--- src/rtl/mask_stream.sv ---
// Pixel stream masker: buffers 1-bit mask samples in a FIFO and applies one per
// valid pixel under a frame-latched mode (pass, black, fill, dim), one-cycle latency.
module mask_stream #(
    parameter int unsigned CW    = 8,
    parameter int unsigned XW    = 10,
    parameter int unsigned DEPTH = 16
) (
    input  logic                      iCLK,
    input  logic                      iRST,
    input  logic                      iDVI_VAL,
    input  logic [XW-1:0]             iDVI_X,
    input  logic [XW-1:0]             iDVI_Y,
    input  logic [CW-1:0]             iDVI_R,
    input  logic [CW-1:0]             iDVI_G,
    input  logic [CW-1:0]             iDVI_B,
    input  logic                      iMASK_VAL,
    input  logic                      iMASK,
    input  logic [1:0]                iMODE,
    input  logic [CW-1:0]             iFILL_R,
    input  logic [CW-1:0]             iFILL_G,
    input  logic [CW-1:0]             iFILL_B,
    input  logic [2:0]                iDIM_SH,
    input  logic                      iCLR_ERR,
    output logic [XW-1:0]             oX,
    output logic [XW-1:0]             oY,
    output logic [CW-1:0]             oR,
    output logic [CW-1:0]             oG,
    output logic [CW-1:0]             oB,
    output logic                      oVAL,
    output logic [$clog2(DEPTH):0]    oLEVEL,
    output logic                      oOVF,
    output logic                      oUNF
);

    localparam int unsigned AW = $clog2(DEPTH);
    localparam int unsigned LW = AW + 1;

    localparam logic [1:0] MODE_PASS  = 2'd0;
    localparam logic [1:0] MODE_BLACK = 2'd1;
    localparam logic [1:0] MODE_FILL  = 2'd2;

    logic [DEPTH-1:0] mem;
    logic [AW-1:0]    wptr;
    logic [AW-1:0]    rptr;

    logic [1:0]       mode_q;
    logic [CW-1:0]    fill_r_q, fill_g_q, fill_b_q;
    logic [2:0]       dim_sh_q;

    logic             push, pop, empty, full;
    logic             do_wr, do_rd, ovf_evt, unf_evt, mask_bit;
    logic [LW-1:0]    level_nxt;

    logic             load;
    logic [1:0]       mode_sel;
    logic [CW-1:0]    fill_r_sel, fill_g_sel, fill_b_sel;
    logic [2:0]       dim_sh_sel;
    logic [CW-1:0]    r_c, g_c, b_c;

    // Reset cycles ignore both streams.
    assign push  = iMASK_VAL & ~iRST;
    assign pop   = iDVI_VAL  & ~iRST;
    assign empty = (oLEVEL == '0);
    assign full  = (oLEVEL == LW'(DEPTH));

    // FIFO control: bypass when empty with a simultaneous push, otherwise pop/push independently.
    always_comb begin
        mask_bit  = 1'b0;
        do_wr     = 1'b0;
        do_rd     = 1'b0;
        ovf_evt   = 1'b0;
        unf_evt   = 1'b0;
        level_nxt = oLEVEL;
        if (pop) begin
            if (empty) begin
                if (push) mask_bit = iMASK;
                else      unf_evt  = 1'b1;
            end else begin
                mask_bit = mem[rptr];
                do_rd    = 1'b1;
                if (push) do_wr     = 1'b1;
                else      level_nxt = oLEVEL - LW'(1);
            end
        end else if (push) begin
            if (full) begin
                ovf_evt = 1'b1;
            end else begin
                do_wr     = 1'b1;
                level_nxt = oLEVEL + LW'(1);
            end
        end
    end

    // A valid (0,0) pixel loads the mode set and already uses it.
    always_comb begin
        load       = iDVI_VAL && (iDVI_X == '0) && (iDVI_Y == '0);
        mode_sel   = load ? iMODE   : mode_q;
        fill_r_sel = load ? iFILL_R : fill_r_q;
        fill_g_sel = load ? iFILL_G : fill_g_q;
        fill_b_sel = load ? iFILL_B : fill_b_q;
        dim_sh_sel = load ? iDIM_SH : dim_sh_q;
    end

    function automatic logic [CW-1:0] shade(input logic [CW-1:0] p,
                                            input logic [CW-1:0] fill,
                                            input logic [1:0]    mode,
                                            input logic          m,
                                            input logic [2:0]    sh);
        logic [CW-1:0] res;
        if (mode == MODE_PASS || m) res = p;
        else if (mode == MODE_BLACK) res = '0;
        else if (mode == MODE_FILL)  res = fill;
        else                         res = p >> sh;
        return res;
    endfunction

    always_comb begin
        r_c = shade(iDVI_R, fill_r_sel, mode_sel, mask_bit, dim_sh_sel);
        g_c = shade(iDVI_G, fill_g_sel, mode_sel, mask_bit, dim_sh_sel);
        b_c = shade(iDVI_B, fill_b_sel, mode_sel, mask_bit, dim_sh_sel);
    end

    // Mask storage carries no reset; validity is tracked by the pointers and level.
    always_ff @(posedge iCLK) begin
        if (do_wr) mem[wptr] <= iMASK;
    end

    always_ff @(posedge iCLK) begin
        if (iRST) begin
            wptr     <= '0;
            rptr     <= '0;
            oLEVEL   <= '0;
            oOVF     <= 1'b0;
            oUNF     <= 1'b0;
            mode_q   <= '0;
            fill_r_q <= '0;
            fill_g_q <= '0;
            fill_b_q <= '0;
            dim_sh_q <= '0;
            oVAL     <= 1'b0;
            oX       <= '0;
            oY       <= '0;
            oR       <= '0;
            oG       <= '0;
            oB       <= '0;
        end else begin
            if (do_wr) wptr <= wptr + AW'(1);
            if (do_rd) rptr <= rptr + AW'(1);
            oLEVEL <= level_nxt;
            // A new error in the clearing cycle wins.
            oOVF <= (oOVF & ~iCLR_ERR) | ovf_evt;
            oUNF <= (oUNF & ~iCLR_ERR) | unf_evt;
            if (load) begin
                mode_q   <= iMODE;
                fill_r_q <= iFILL_R;
                fill_g_q <= iFILL_G;
                fill_b_q <= iFILL_B;
                dim_sh_q <= iDIM_SH;
            end
            oVAL <= iDVI_VAL;
            if (iDVI_VAL) begin
                oX <= iDVI_X;
                oY <= iDVI_Y;
                oR <= r_c;
                oG <= g_c;
                oB <= b_c;
            end
        end
    end

endmodule

--- config.mk ---
export PLATFORM = sky130hd
export DESIGN_NAME = mask_stream
export DESIGN_NICKNAME = d
export VERILOG_FILES = /design/src/rtl/mask_stream.sv
export SDC_FILE = /design/constraint.sdc
export NUM_CORES = 1
export LEC_CHECK = 0
export CAP_MARGIN = 20
export CORE_MARGIN = 2
export CORE_UTILIZATION = 55
export DETAILED_ROUTE_END_ITERATION = 8
export GPL_TIMING_DRIVEN = 0
export PLACE_DENSITY = 0.86
export SYNTH_ARGS = -nofsm -noshare
export SYNTH_HDL_FRONTEND = slang
export SYNTH_SLANG_ARGS = --single-unit
--- constraint.sdc ---
create_clock -name iCLK -period 5.14 [get_ports iCLK]
set_input_delay 1.028 -clock iCLK [delete_from_list [all_inputs] [get_ports iCLK]]
set_output_delay 1.028 -clock iCLK [all_outputs]
set_load 0.02 [all_outputs]
==> metrics.md <==
| Metric | Value |
|---|---|
| Status | `finished, final reports clean` |
| FF+latch count, synth | `105` |
| Yosys warning total | `0` |
| Worst VDD drop | `0.000173 V` |
| Clock buffer depth | `2` |
| Critical path, cell by cell | `clkdlybuf4s50_1, nor4_4, and4_1, buf_4, a21boi_1, nor2_2, mux2_2, a2111oi_0, o32ai_1` |
| Synth Area per Inst | `8.69 µm²` |
| Worst skew pair latency | `0.40 ns` |
| Die Width | `108 µm` |
| Syn nets | `777` |
| Slew @ Worst Pin | `0.956 ns` |
| Placed Cells incl. Taps | `957` |
| Crit Path Class | `in2reg` |
| Power Density | `231 nW/µm²` |
| Count of different cell masters after synthesis | `71` |
| Post-route insts no fill | `973` |
| Total negative slack | `0 ns` |
| Die area | `11700 µm²` |
| Synth Area in XOR/XNOR | `0.0176` |
| Max-slew violations | `0` |
| Vias in the first global route | `6066` |
| Placer Congestion | `0.985` |
| Clock sinks | `105` |
| DP HPWL | `16600 µm` |
| Post-CTS Resized | `0` |
| DR WL/cell | `22.1 µm` |
| GRT Util Overall | `0.369` |
| Initial antenna violation count | `0` |
| Post-Syn Area | `5990 µm²` |
| Share of layout cells above drive strength 1 | `0.0768` |
| Port-buffer cells | `128` |
| R2r setup slk | `2.24 ns` |
| Vias per cell | `6.31` |
| H-tree depth | `3` |
| GR Overflow Total | `0` |
| Starting Density | `0.557` |
| Worst Path Buf+Inv | `2` |
| CTS tree | `built` |
| Worst Clk Skew | `0.0188 ns` |
| Top Family by Delay on Critical Path | `simple AND/OR/NAND/NOR gates` |
| Main synth FF type | `dfxtp_1` |
| Hold crit path type | `reg2reg` |
| Maxcap violations | `0` |
| Adder-cell area share of the yosys netlist | `0.0201` |
| Final Cycle Share | `0.758` |
| R2r startpoint | `dim_sh_q[1]` |
| Synth Instances | `689` |
| FMAX | `0.257 GHz` |
| Simple-gate share of the synthesized area | `0.231` |
| P_leak | `2.84 nW` |
| Commonest non-fill, non-tap cell in the layout | `clkdlybuf4s50_1` |
| # IOs | `131` |
| Via count | `6144` |
| Final WL | `21600 µm` |
| Worst r2r path cells | `8` |
| Largest net degree at the start of global routing | `23` |
| Core Area | `10700 µm²` |
| Crit path to | `oB[1]` |
| Post-synthesis compound-gate area fraction | `0.198` |
| Antenna cells | `0` |
| Critical path capture point type | `flip-flop` |
| Reg2reg end | `oR[4]` |
| Most frequent cells in the layout | `clkdlybuf4s50_1, nor2_1, dfxtp_1` |
| P&R area growth vs syn | `27.8%` |
| Global-route wire length before repair | `32600 µm` |
| Num CTS Buffers | `9` |
| Hold-fix buffers, CTS | `0` |
| Share of the yosys chip area belonging to registers | `0.378` |
| DRC viols | `0` |
| Crit path from | `iDVI_Y[7]` |
| CP max stage delay | `0.69 ns` |
| Antenna-violating nets left | `0` |
| Unrepaired setup endpoints after global routing | `false` |
| Postcts setup bufs | `0` |
| Worst-path clk slew | `0.13 ns` |
| Worst path depth | `9` |
| Final Hold Viols | `0` |
| Critical Path Fanout Max | `9` |
| Die height | `108 µm` |
| CTS root buffer | `clkbuf_8` |
| Post-synth EDFFs | `16` |
| FP Rows | `38` |
| Initial DRC count | `671` |
| Setup-failing EPs final | `0` |
| Main combinational cell family by area after synthesis | `simple AND/OR/NAND/NOR gates` |
| Slowest CP cell | `a2111oi_0` |
| Mux cell area share after synthesis | `0.107` |
| Rel. slew slack | `0.359` |
| Synth async-reset ratio | `0` |
| CP startpoint kind | `input port` |
| Crit path DAT | `4.16 ns` |
| Router iterations before antenna repair | `5` |
| Final min period | `3.90 ns` |
| Req. time, crit path | `5.40 ns` |
| Final net count | `916` |
## cells by family (layout without fill, tap and decap cells)
logic type / Yosys count / in the layout
AO/OA/AOI/OAI: 168 / 168
adder cells (fa/ha/maj): 9 / 9
buffers and inverters: 61 / 205
AND/OR/NAND/NOR: 273 / 273
XOR/XNOR: 12 / 12
multiplexers: 61 / 61
flip-flops: 105 / 105
## how the worst min path moves through the flow
stage	from	endpoint	slack, ns	cells after the start
global route	fill_g_q[3]	fill_g_q[3]	0.50	2
finish	fill_g_q[3]	fill_g_q[3]	0.49	2
CTS	fill_g_q[3]	fill_g_q[3]	0.48	2
global placement	fill_g_q[0]	fill_g_q[0]	0.44	2
floorplan	fill_g_q[0]	fill_g_q[0]	0.43	2
detailed placement	fill_g_q[3]	fill_g_q[3]	0.46	2
## per-layer routing
layer  vias to the layer above  GRT usage  share of wire
li1                       2798          -              -
met1                      2895      0.486           0.40
met2                       384      0.596           0.46
met3                        67     0.0621           0.10
met4                         0      0.161          0.042
met5                         -          0              0
## registers in the layout, indices dropped and copies added (netlist names), 4 cells and up
signal / cells
fill_g_q: 8
oR: 8
fill_r_q: 8
wptr: 4
oB: 8
oG: 8
rptr: 4
oY: 10
oLEVEL: 5
fill_b_q: 8
oX: 10
mem: 16
## synth_stat cells, types with 7 or more instances
| cell | count | area share |
|---|---|---|
| buf_2 | 8 | 0.0067 |
| nand2_1 | 64 | 0.040 |
| xnor2_1 | 7 | 0.010 |
| edfxtp_1 | 16 | 0.080 |
| a31oi_1 | 13 | 0.014 |
| dfxtp_1 | 89 | 0.30 |
| buf_4 | 7 | 0.0088 |
| o21ai_0 | 32 | 0.027 |
| ha_1 | 8 | 0.017 |
| o32ai_1 | 10 | 0.015 |
| nor3_1 | 13 | 0.011 |
| clkbuf_1 | 25 | 0.016 |
| inv_1 | 18 | 0.011 |
| a311oi_1 | 12 | 0.018 |
| a21oi_1 | 20 | 0.017 |
| nor2_1 | 101 | 0.063 |
| and2_1 | 8 | 0.0084 |
| a211oi_1 | 23 | 0.029 |
| mux2i_1 | 55 | 0.092 |
| nor2b_1 | 15 | 0.016 |
| nand3_1 | 23 | 0.019 |
| nand2b_1 | 7 | 0.0073 |
## final cells by class
| type | instances | area (µm²) |
|---|---|---|
| tap | 140 | 175 |
| clock inverter | 7 | 86.3 |
| inverter | 18 | 67.6 |
| fill | 840 | 3090 |
| multi-input combinational | 523 | 3440 |
| sequential | 105 | 2260 |
| buffer | 43 | 220 |
| timing repair buffer | 128 | 1280 |
| clock buffer | 9 | 124 |
## metrics by stage
step           power (W)  utilization  setup slack, ns  area [µm²]  hold WS, ns
6_report         0.00177        0.712             1.24        7650        0.485
3_3_place_gp     0.00121        0.693            0.946        7440        0.440
4_1_cts          0.00176        0.712             1.30        7650        0.481
2_1_floorplan    0.00105            -             2.07        5990        0.432
5_1_grt          0.00182        0.712             1.17        7650        0.501
3_5_place_dp     0.00123        0.693            0.893        7440        0.463
## where the power goes
part	switching (W)	internal, W	leakage (nW)	total (W)
registers	0.0000202	0.000861	0.871	0.000881
logic	0.000178	0.000157	1.86	0.000335
clock network	0.000351	0.000200	0.105	0.000551
total	0.000550	0.00122	2.84	0.00177
## worst register-to-register path, cell delays in order, from the launching register on
cell and delay [ns]:
dfxtp_1 0.32, clkbuf_1 0.42, inv_1 0.26, a21oi_1 0.32, clkbuf_1 0.46, o21ai_0 0.21
a211oi_1 0.45, o31ai_1 0.14, a311oi_1 0.24
Note: power is estimated with default switching activity, not from simulation.
